`src/rtl/mnist_pkg.sv`:
```
// Shared constants and the loader state encoding for the MNIST frame loader.
package mnist_pkg;

    localparam int NPIX  = 64;
    localparam int LANES = 4;
    localparam int BEATS = NPIX / LANES;
    localparam int PIX_W = 2;

    typedef enum logic [1:0] {
        ST_FILL   = 2'd0,
        ST_STREAM = 2'd1,
        ST_WAIT   = 2'd2,
        ST_RESULT = 2'd3
    } state_e;

endpackage

```
`src/rtl/mnist_frame_buffer.sv`:
```
// Quantized pixel store: 2-bit writes by pixel index, combinational
// LANES-wide reads by beat index (pixel i lives in beat i/LANES, lane i%LANES).
module mnist_frame_buffer
    import mnist_pkg::*;
#(
    parameter int NPIX_P  = NPIX,
    parameter int LANES_P = LANES,
    parameter int CW      = $clog2(NPIX_P),
    parameter int BW      = $clog2(NPIX_P / LANES_P)
) (
    input  logic                       clk,
    input  logic                       we,
    input  logic [CW-1:0]              wr_idx,
    input  logic [PIX_W-1:0]           wr_data,
    input  logic [BW-1:0]              rd_beat,
    output logic [LANES_P*PIX_W-1:0]   rd_data
);

    localparam int LW = $clog2(LANES_P);

    // Contents are never reset; the loader only streams after a full refill.
    logic [PIX_W-1:0] mem_q [NPIX_P];
    logic [CW-1:0]    base;

    // Write one quantized pixel per accepted beat of upstream data.
    always_ff @(posedge clk) begin
        if (we) begin
            mem_q[wr_idx] <= wr_data;
        end
    end

    // Gather the LANES pixels of the addressed beat, lane k at bits [2k+1:2k].
    always_comb begin
        base    = CW'(rd_beat) << LW;
        rd_data = '0;
        for (int k = 0; k < LANES_P; k++) begin
            rd_data[k*PIX_W +: PIX_W] = mem_q[base | CW'(k)];
        end
    end

endmodule

```
`src/rtl/mnist_frame_loader.sv`:
```
// Collects a frame of 8-bit pixels, quantizes them to 2 bits, streams the
// frame to the MNIST core as LANES-wide beats, then waits for (or times out
// on) the core's prediction and holds it until downstream takes it.
module mnist_frame_loader
    import mnist_pkg::*;
#(
    parameter int NPIX    = mnist_pkg::NPIX,
    parameter int LANES   = mnist_pkg::LANES,
    parameter int TIMEOUT = 4096
) (
    input  logic                     clk,
    input  logic                     rst,
    input  logic                     pix_valid,
    input  logic [7:0]               pix_data,
    input  logic                     pix_sof,
    output logic                     pix_ready,
    output logic                     core_start,
    output logic [LANES*PIX_W-1:0]   core_pixels,
    input  logic                     core_done,
    input  logic [3:0]               core_prediction,
    output logic                     result_valid,
    output logic [3:0]               result_class,
    output logic                     result_err,
    input  logic                     result_ready
);

    localparam int BEATS_L = NPIX / LANES;
    localparam int CW      = $clog2(NPIX);
    localparam int BW      = $clog2(BEATS_L);
    localparam int TW      = $clog2(TIMEOUT);

    localparam logic [CW-1:0] CNT_LAST  = CW'(NPIX - 1);
    localparam logic [BW-1:0] BEAT_LAST = BW'(BEATS_L - 1);
    localparam logic [TW-1:0] TMO_LAST  = TW'(TIMEOUT - 1);

    state_e                   state_q, state_d;
    logic [CW-1:0]            cnt_q, cnt_d;
    logic [BW-1:0]            beat_q, beat_d;
    logic [TW-1:0]            tmo_q, tmo_d;
    logic [3:0]               cls_q, cls_d;
    logic                     err_q, err_d;

    logic                     wr_en;
    logic [CW-1:0]            wr_idx;
    logic [LANES*PIX_W-1:0]   rd_data;

    // Nothing is written while reset is held, even though pix_ready reads 1.
    mnist_frame_buffer #(
        .NPIX_P  (NPIX),
        .LANES_P (LANES)
    ) u_buf (
        .clk     (clk),
        .we      (wr_en & ~rst),
        .wr_idx  (wr_idx),
        .wr_data (pix_data[7:6]),
        .rd_beat (beat_q),
        .rd_data (rd_data)
    );

    // State, counters and captured result, all cleared asynchronously.
    always_ff @(posedge clk or posedge rst) begin
        if (rst) begin
            state_q <= ST_FILL;
            cnt_q   <= '0;
            beat_q  <= '0;
            tmo_q   <= '0;
            cls_q   <= '0;
            err_q   <= 1'b0;
        end else begin
            state_q <= state_d;
            cnt_q   <= cnt_d;
            beat_q  <= beat_d;
            tmo_q   <= tmo_d;
            cls_q   <= cls_d;
            err_q   <= err_d;
        end
    end

    // Next-state and output decode; stream outputs are gated by state so a
    // reset drops them to zero immediately.
    always_comb begin
        state_d      = state_q;
        cnt_d        = cnt_q;
        beat_d       = beat_q;
        tmo_d        = tmo_q;
        cls_d        = cls_q;
        err_d        = err_q;
        wr_en        = 1'b0;
        wr_idx       = cnt_q;
        pix_ready    = 1'b0;
        core_start   = 1'b0;
        core_pixels  = '0;
        result_valid = 1'b0;
        unique case (state_q)
            ST_FILL: begin
                pix_ready = 1'b1;
                if (pix_valid) begin
                    wr_en = 1'b1;
                    if (pix_sof) begin
                        // A new frame restarts at pixel 0, dropping any partial fill.
                        wr_idx = '0;
                        cnt_d  = CW'(1);
                    end else if (cnt_q == CNT_LAST) begin
                        state_d = ST_STREAM;
                        cnt_d   = '0;
                        beat_d  = '0;
                    end else begin
                        cnt_d = cnt_q + CW'(1);
                    end
                end
            end
            ST_STREAM: begin
                core_pixels = rd_data;
                core_start  = (beat_q == '0);
                if (beat_q == BEAT_LAST) begin
                    state_d = ST_WAIT;
                    beat_d  = '0;
                    tmo_d   = '0;
                end else begin
                    beat_d = beat_q + BW'(1);
                end
            end
            ST_WAIT: begin
                if (core_done) begin
                    state_d = ST_RESULT;
                    cls_d   = core_prediction;
                    err_d   = (core_prediction > 4'd9);
                end else if (tmo_q == TMO_LAST) begin
                    state_d = ST_RESULT;
                    cls_d   = 4'hF;
                    err_d   = 1'b1;
                end else begin
                    tmo_d = tmo_q + TW'(1);
                end
            end
            ST_RESULT: begin
                result_valid = 1'b1;
                if (result_ready) begin
                    state_d = ST_FILL;
                    cnt_d   = '0;
                end
            end
            default: state_d = ST_FILL;
        endcase
    end

    assign result_class = cls_q;
    assign result_err   = err_q;

endmodule

```
`config.mk`:
```
export PLATFORM = sky130hd
export DESIGN_NAME = mnist_frame_loader
export DESIGN_NICKNAME = d
export VERILOG_FILES = /design/src/rtl/mnist_pkg.sv /design/src/rtl/mnist_frame_buffer.sv /design/src/rtl/mnist_frame_loader.sv
export SDC_FILE = /design/constraint.sdc
export NUM_CORES = 1
export LEC_CHECK = 0
export CORE_AREA = 2 2 166 152
export CTS_CLUSTER_DIAMETER = 200
export DETAILED_ROUTE_END_ITERATION = 6
export DIE_AREA = 0 0 168 154
export DONT_BUFFER_PORTS = 1
export GPL_TIMING_DRIVEN = 0
export MAX_ROUTING_LAYER = met4
export REMOVE_ABC_BUFFERS = 1
export SYNTH_ARGS = -nofsm -noshare
export SYNTH_HDL_FRONTEND = slang
export SYNTH_SLANG_ARGS = --single-unit
```
`constraint.sdc`:
```
create_clock -name clk -period 4.9 [get_ports clk]
set_input_delay 0.98 -clock clk [delete_from_list [all_inputs] [get_ports clk]]
set_output_delay 0.98 -clock clk [all_outputs]
set_load 0.005 [all_outputs]
```
### Word-level counts from Yosys, hierarchy flattened

Memories as Yosys holds them, arrays and structs flattened.
Index checks and enable logic that the tools add are counted.

| operators by class | value |
|---|---|
| multiplexer cells | 37 |
| order comparisons | 1 |
| reductions and logical operators | 11 |
| eq/ne operators | 14 |
| bitwise logic cells | 2 |
| $add $sub $neg | 3 |

Operators with widths:

| cell | number |
|---|---|
| $mux 6 | 7 |
| $mux 12 | 3 |
| $mux 4 | 6 |
| $pmux 12 s2 | 1 |
| $mux 2 | 7 |
| $ne 2x2->1 const B | 7 |
| $add 12x1->12 const B | 1 |
| $eq 12x12->1 const B | 1 |
| $pmux 6 s2 | 1 |
| $mux 1 | 9 |
| $mux 8 | 1 |
| $pmux 2 s4 | 1 |
| $pmux 4 s2 | 1 |
| $reduce_and 4->1 | 2 |
| $reduce_bool 2->1 | 4 |
| $add 6x1->6 const B | 1 |
| $eq 6x6->1 const B | 1 |
| $reduce_and 6->1 | 1 |
| $add 4x1->4 const B | 1 |
| $eq 2x2->1 const B | 2 |
| $eq 4x4->1 const B | 1 |
| $gt 4x4->1 const B | 1 |
| $logic_not 4->1 | 1 |
| $ne 3x3->1 const B | 1 |
| other kinds (6) | 6 |

| storage, ports and cells | value |
|---|---|
| register bits after elaboration | 29 |
| output and inout port bits | 16 |
| RAM bits | 128 |
| memories kept | 1 |

Memories:

| memory | words | bits a word | rd ports | clocked after Yosys merged registers in | write ports | line | text |
|---|---|---|---|---|---|---|---|
| u_buf.mem_q | 64 | 2 | 4 | 0 | 1 | mnist_frame_buffer.sv:22 | `logic [PIX_W-1:0] mem_q [NPIX_P];` |

### Depth between registers and ports, before layout

| logic depth | value |
|---|---|
| word-level depth | 5 |
| mapped depth | 8 |
| mapped depth without buffers | 6 |

### Cells and area by module

Synthesis repeated with hierarchy kept, for this count alone.

| unflattened totals | value |
|---|---|
| cell total of the unflattened synthesis | 498 |
| area total of the unflattened synthesis | 7,114.3 µm² |

By module, submodules not included:

| module | instances | cells an instance | area an instance (µm²) |
|---|---|---|---|
| mnist_frame_buffer | 1 | 296 | 5,298.8 |
| mnist_frame_loader | 1 | 202 | 1,815.5 |

### Least setup slack after synthesis

Ideal clock, no wire load.

| timing | value |
|---|---|
| path kind | flip-flop to output port |
| start | reg state_q[1] |
| end | out core_pixels[6] |
| cell stages (with the launch flop) | 8 |
| arrival time | 1,731 ps |
| setup slack | 2,189 ps |
| cells stage by stage | dfrtp_1 > inv_1 > ha_1 > inv_1 > nor2_1 > clkbuf_1 > a32oi_1 > o211ai_1 |

| on the way | value |
|---|---|
| longest elaborated chain between the ends | 2 |

Ends and longest elaborated chain:

| what | line | text |
|---|---|---|
| start: declaration | mnist_frame_loader.sv:36 | `state_e state_q, state_d;` |
| start signal: assignment | mnist_frame_loader.sv:70 | `state_q <= state_d;` |
| $eq 2x1->1 | mnist_frame_loader.sv:94 | `unique case (state_q)` |
| $mux 8 | mnist_frame_loader.sv:94 |  |
| end: declaration | mnist_frame_loader.sv:18 | `output logic [LANES*PIX_W-1:0] core_pixels,` |

No other way between the ends.

### Worst setup path in the final report

| timing | value |
|---|---|
| start | reg state_q[1] |
| end | out core_pixels[4] |

The elaborated chain is that of the path after synthesis.

==> metrics.md <==
| Metric | Value |
|---|---|
| Clk_skew | `~0.013 ns` |
| Vias in the first global route | `4400` |
| CTS Hold Bufs | `0` |
| Initial antenna violation count | `0` |
| Root Driver | `clkbuf_16` |
| Clk sinks | `between 150 and 200` |
| Crit path time final | `3.96 ns` |
| Post-synthesis cell area | `a little over 7000 sq um` |
| Critical path class | `reg2out` |
| Vias | `approximately 4300` |
| Worst skew pair latency | `between 0.4 and 0.5 ns` |
| Simple-gate share of the synthesized area | `between 10 and 15%` |
| Buf+Inv Stages, Crit Path | `2` |
| Die area | `between 20000 and 30000 sq um` |
| Fin crit share | `80.8%` |
| Drt initial violations | `approximately 360` |
| Final number of hold-violating endpoints | `0` |
| Post-CTS setup repair buffer count | `0` |
| Hold Path Class | `reg2reg` |
| Wirelength, routed | `~15000 microns` |
| Starting Density | `a little under 30%` |
| Bufs on Longest Clock Path | `2` |
| Syn Area/Cell | `between 10 and 15 sq um` |
| Largest net degree at the start of global routing | `65` |
| CP Capture Type | `primary output` |
| Main combinational cell family by area after synthesis | `simple AND/OR/NAND/NOR gates` |
| Leakage power | `~2.6 nW` |
| Critical path arrival | `2.98 ns` |
| First-pass GRT wire length | `approximately 24000 microns` |
| Sequential area share after synthesis | `~64%` |
| CTS resizes | `0` |
| Startpoint types | `register` |
| Status | `completed` |
| Number of fill cells | `between 2000 and 2500` |
| GRT Overall Usage | `about an eighth` |
| Most Frequent Cell on Critical Path | `inv_1` |
| Die Y | `roughly 150 microns` |
| Fmax | `between 0.2 and 0.3 GHz` |
| Synth cell types | `a little over 50` |
| Area of the multi-input gates | `between 2000 and 2500 sq um` |
| Worst-path cell chain | `inv_1, ha_1, inv_1, nor2_1, a32oi_1, o211ai_1` |
| Routed len/inst | `about 18 microns` |
| Dominant synthesized flop cell | `edfxtp_1` |
| Max-slew headroom | `13.4%` |
| Final Setup Violations | `0` |
| Max-Cap Viols | `0` |
| Storage element area | `between 4000 and 5000 sq um` |
| RSZ-0062 raised after global routing | `no` |
| Hpwl dp | `9990 microns` |
| Pwr Density | `about 470 nW/um^2` |
| Pre-CTS WS | `~1.3 ns` |
| Fraction of registers with async set/reset | `18.5%` |
| Delay-heaviest family, CP | `simple AND/OR/NAND/NOR gates` |
| Yosys reg bits | `approximately 160` |
| Xor/xnor cell area share of the yosys netlist | `0%` |
| Least-Margin Pin Slew | `about 1.3 ns` |
| Fin worst setup slack | `approximately 0.94 ns` |
| Adder-cell share of the synthesized area | `~1.6%` |
| Core region area | `roughly 24000 sq um` |
| Post-route ant nets | `0` |
| Chip width | `between 150 and 200 microns` |
| H-tree levels | `4` |
| Slowest CP cell | `nor2_1` |
| Area grow syn2layout | `11.8%` |
| IO Port Bufs | `0` |
| CP required | `around 3.9 ns` |
| Synthesized instance count | `approximately 520` |
| Synthesis warning total | `0` |
| Peak VDD IR | `~260 uV` |
| Slowest stage delay, CP | `0.92 ns` |
| Layout Nets | `between 500 and 600` |
| Layout cells sized above 1 | `roughly an eighth` |
| Synth Area in Compound Gates | `slightly below 8%` |
| Max Slew Vio Count | `0` |
| Vias per cell | `roughly 5.2` |
| Drt pass-1 iters | `5` |
| TNS Setup | `0 ns` |
| Post-synthesis mux area share | `about 11%` |
| Total CTS buffers | `17` |
| Clock-pin slew on the worst setup and hold paths | `about 0.060 ns` |
| TritonCTS clock tree | `built` |
| Grt ovf | `0` |
| RePlAce Congestion | `0.829` |
| DRC Markers | `0` |
| Top Ports | `34` |
| Crit path max fanout | `16` |
| Rows | `54` |
| Total design power | `3.75 mW` |
| # diodes | `0` |
| EDFF count, synth | `~130` |
stage by stage:
step / utilization [%] / hold WS, ns / instances / instance area [sq um]
2_1_floorplan: - / 0.484 / 492 / 6970
3_3_place_gp: 30.7 / 0.513 / 800 / 7360
3_5_place_dp: 30.8 / 0.518 / 801 / 7380
4_1_cts: 33.1 / 0.532 / 833 / 7950
5_1_grt: 33.1 / 0.546 / 833 / 7950
6_report: 33.1 / 0.524 / 833 / 7950
state kept, by name, indices dropped and copies added, names as in the netlist:
| register | cells |
|---|---|
| beat_q | 4 |
| cnt_q | 6 |
| result_class | 4 |
| result_err | 1 |
| state_q | 2 |
| tmo_q | 12 |
| u_buf.mem_q | 128 |
synthesized netlist by cell type (all sizes together), types with 4 or more instances:
master,number,share of area [%]
a31oi,4,0.35
nor3,7,0.49
a221o,5,0.70
nand2,35,1.8
clkbuf,13,0.69
a22o,6,0.74
nand4,7,0.62
ha,9,1.6
nand3,20,1.4
a22oi,5,0.53
buf,13,1.3
o31ai,9,0.95
edfxtp,128,54
o21ai,13,0.91
nor2b,4,0.35
nor2,75,4.0
mux4,24,7.6
a21oi,12,0.84
inv,15,0.79
dfrtp,29,10
and4,5,0.67
or4,5,0.53
mux2i,20,2.8
and3,9,0.81
o211ai,4,0.42
o22a,4,0.49
nand2b,6,0.53
cell usage in the layout, fill, tap and decap left out, types with 3 or more instances in the layout:
master / n
a32oi_1: 3
clkinv_4: 3
a22oi_1: 5
nor3b_1: 3
nand2b_1: 6
a221o_1: 5
clkbuf_16: 17
nand2_1: 35
nand3_1: 20
and2_1: 3
o22a_1: 4
ha_1: 9
o31ai_1: 9
or3_1: 3
a21oi_1: 12
a31oi_1: 4
mux2i_1: 20
nor2_1: 75
or2_2: 3
o21ai_0: 13
a22o_1: 6
inv_1: 15
nand4_1: 7
nor3_1: 7
mux4_2: 24
and3_1: 8
and4_1: 3
nor2b_1: 4
clkinvlp_4: 3
edfxtp_1: 128
clkinv_1: 4
dfrtp_1: 27
o211ai_1: 4
or4_1: 5
layer usage:
metal  up-vias  routed length, microns  track usage [%]
li1       1977                       -                -
met1      2210                    6640             15.8
met2       124                    7690             20.4
met3        12                     765             3.50
met4         0                     185             4.35
met5         -                       0                -
worst reg2reg max path, cell delays in order, from the launching register on:
cell	delay, ns
dfrtp_2	0.86
ha_1	0.36
and3_1	0.29
o2111ai_1	0.26
or4_1	0.55
a21oi_1	0.15
cell families after synthesis:
logic type | Yosys count
buffers and inverters | 41
adder cells (fa/ha/maj) | 9
flip-flops | 157
AND/OR/NAND/NOR | 189
AO/OA/AOI/OAI | 76
multiplexers | 46
final timing paths:
path	from	endpoint	slack, ns	depth (start not counted)
hold / removal	result_class[0]	result_class[0]	0.52	1
setup reg to reg	beat_q[1]	tmo_q[6]	2.36	5
max in group asynchronous	rst	beat_q[0]	3.41	1
min in group asynchronous	rst	result_class[0]	0.73	1
setup / recovery	state_q[1]	core_pixels[4]	0.94	6
hold reg to reg	result_class[0]	result_class[0]	0.52	1
where the power goes:
part | switching, mW | internal [mW] | leakage, nW
combinational | 0.433 | 0.385 | 0.767
clock | 0.524 | 0.746 | 0.270
sequential | 0.156 | 1.51 | 1.53
area by class of cell:
| cell class | count | area share (%) |
|---|---|---|
| Multi-Input combinational cell | 320 | 29.5 |
| Tap cell | 308 | 4.85 |
| Sequential cell | 157 | 57.5 |
| Timing Repair Buffer | 1 | 0.252 |
| Clock buffer | 17 | 5.35 |
| Inverter | 15 | 0.708 |
| Clock inverter | 15 | 1.84 |
Note: power is estimated with default switching activity, not from simulation.
==> edit, RTL diff (same flow settings) <==
`LANES`: 4 -> 8.
--- a/src/rtl/mnist_pkg.sv
+++ b/src/rtl/mnist_pkg.sv
@@ -3,5 +3,5 @@
 
     localparam int NPIX  = 64;
-    localparam int LANES = 4;
+    localparam int LANES = 8;
     localparam int BEATS = NPIX / LANES;
     localparam int PIX_W = 2;
Interface: changed (resized core_pixels); port bits go from 34 to 42. The function was not compared with the original's and may differ.
==> edit against the unedited design <==
The run now ends with design-rule violations left. Fmax up 16%. Design area is 0.52% lower. Synthesized cell count decreased by 3.5%. Routed wire length fell by 1.9%. Synthesized area fell by 1.6%. Sequential cell count down 1. Cell count decreased by 1.9%. Worst setup slack gained 0.56 ns.
Power is not compared: it rests on default switching activity, and its combinational part moved more than twofold at a synthesized area within 25%.
==> edit: results (changes against the unedited design) <==
Logic synthesis:
- By area the synthesized netlist is led by edfxtp_1 55%, mux4_2 10%, dfrtp_1 10%.
- The unique cell type count in the Yosys netlist is 52 (+2.0%).
- The fraction of the mapped netlist area in compound gates was 6.94% (-0.98 points).
- The adder and majority cell fraction of the synthesized area came to 1.79% (+0.21 points).
- The mux contribution to synthesized area came to 11.1% (+0.32 points).
- The synthesized instance count is 500 (-3.5%).

Critical path:
- The top fanout value on the critical path was 18 (+2).
- The cell family contributing the most delay on the critical path is flip-flops.
- The internal reg-to-reg setup slack is 2.25 ns (-0.11 ns).
- The delay of the slowest cell on the worst path is 0.81 ns (-0.11 ns).
- The endpoint of the worst setup timing path is core_start.
- The slowest cell on the critical path is dfrtp_1.
- The arrival time at the worst endpoint is 2.42 ns (-0.56 ns).
- The timing startpoint of the critical path is beat_q[2]$_DFFE_PP0P_.

Drt:
- The average via count per standard cell was 4.99 (-3.8%).
- The length of the first detailed-routing pass in iterations is 7 (+2).
- The total routed wirelength is 15.0 mm (-1.9%).
- The first-iteration detailed-routing DRC count was 398 (+11%).
- The number of design rule violations left after detail routing is 1 (+1).

Worst hold path:
- The end point of the worst hold path is tmo_q[0]$_DFFE_PP0P_.
- The worst hold path begins at tmo_q[0]$_DFFE_PP0P_.

Placement:
- The placed wire-length estimate was 9.89 mm (-1.0%).
- The post-detailed-placement cell area is 7310 µm² (-0.90%).
- The final weighted congestion of routability-driven global placement came to 0.816 (-1.6%).
- The number of cells after detailed placement was 785 (-2.0%).

Global routing:
- The overall routing resource usage is 12.4% (-0.36 points).

Timing:
- The worst hold slack across all endpoints is 0.529 ns (+0.00519 ns).
- The headroom to the max-slew limit is 14.0% (+0.65 points).
- The worst-case clock skew is 0.00863 ns (-0.00434 ns).

Run status:
- The final reports fail on design-rule violations.
- The run finished, with violations left.

Final layout:
- The share of post-route cells with drive strength above 1 is 13.9% (+1.4 points).
- The final net count is 524 (-2.8%).
- The count of filler cells inserted in the layout is 2262 (-0.75%).

Clock network:
- The clock-pin transition on the worst setup and hold timing paths is 0.06 ns (about the same).
-- edit: cell count changes in the layout (fill, tap and decap cells not counted), moves of 6 or more --
cell and change:
nand2_1 +22, o31ai_1 -7, a22o_1 -6, inv_1 -7
and3_1 -6, a21boi_1 +16, mux4_2 +8, mux2i_1 -17
nand3_1 -7
-- edit: metal layers --
layer,up-vias,GRT usage (%),routed length (µm)
met1,2051,15.8,6760
li1,1890,-,-
met4,0,4.76,212
met3,17,2.70,778
met2,121,19.6,7250
met5,-,-,0
-- edit: cell type report --
class                           instances  area [µm²]  area share, %
Sequential cell                       156        4550           57.5
Tap cell                              308         385           4.87
Inverter                                9        33.8          0.427
Clock inverter                         13         165           2.09
Timing Repair Buffer                    2        47.5          0.601
Multi-Input combinational cell        310        2300           29.1
Clock buffer                           19         433           5.47
-- edit: worst register-to-register path, cell delays in order, from the launching register on --
cell	delay [ns]
dfrtp_1	0.41
inv_1	0.10
ha_1	0.35
and3_1	0.28
a21oi_1	0.99
nor2_1	0.21
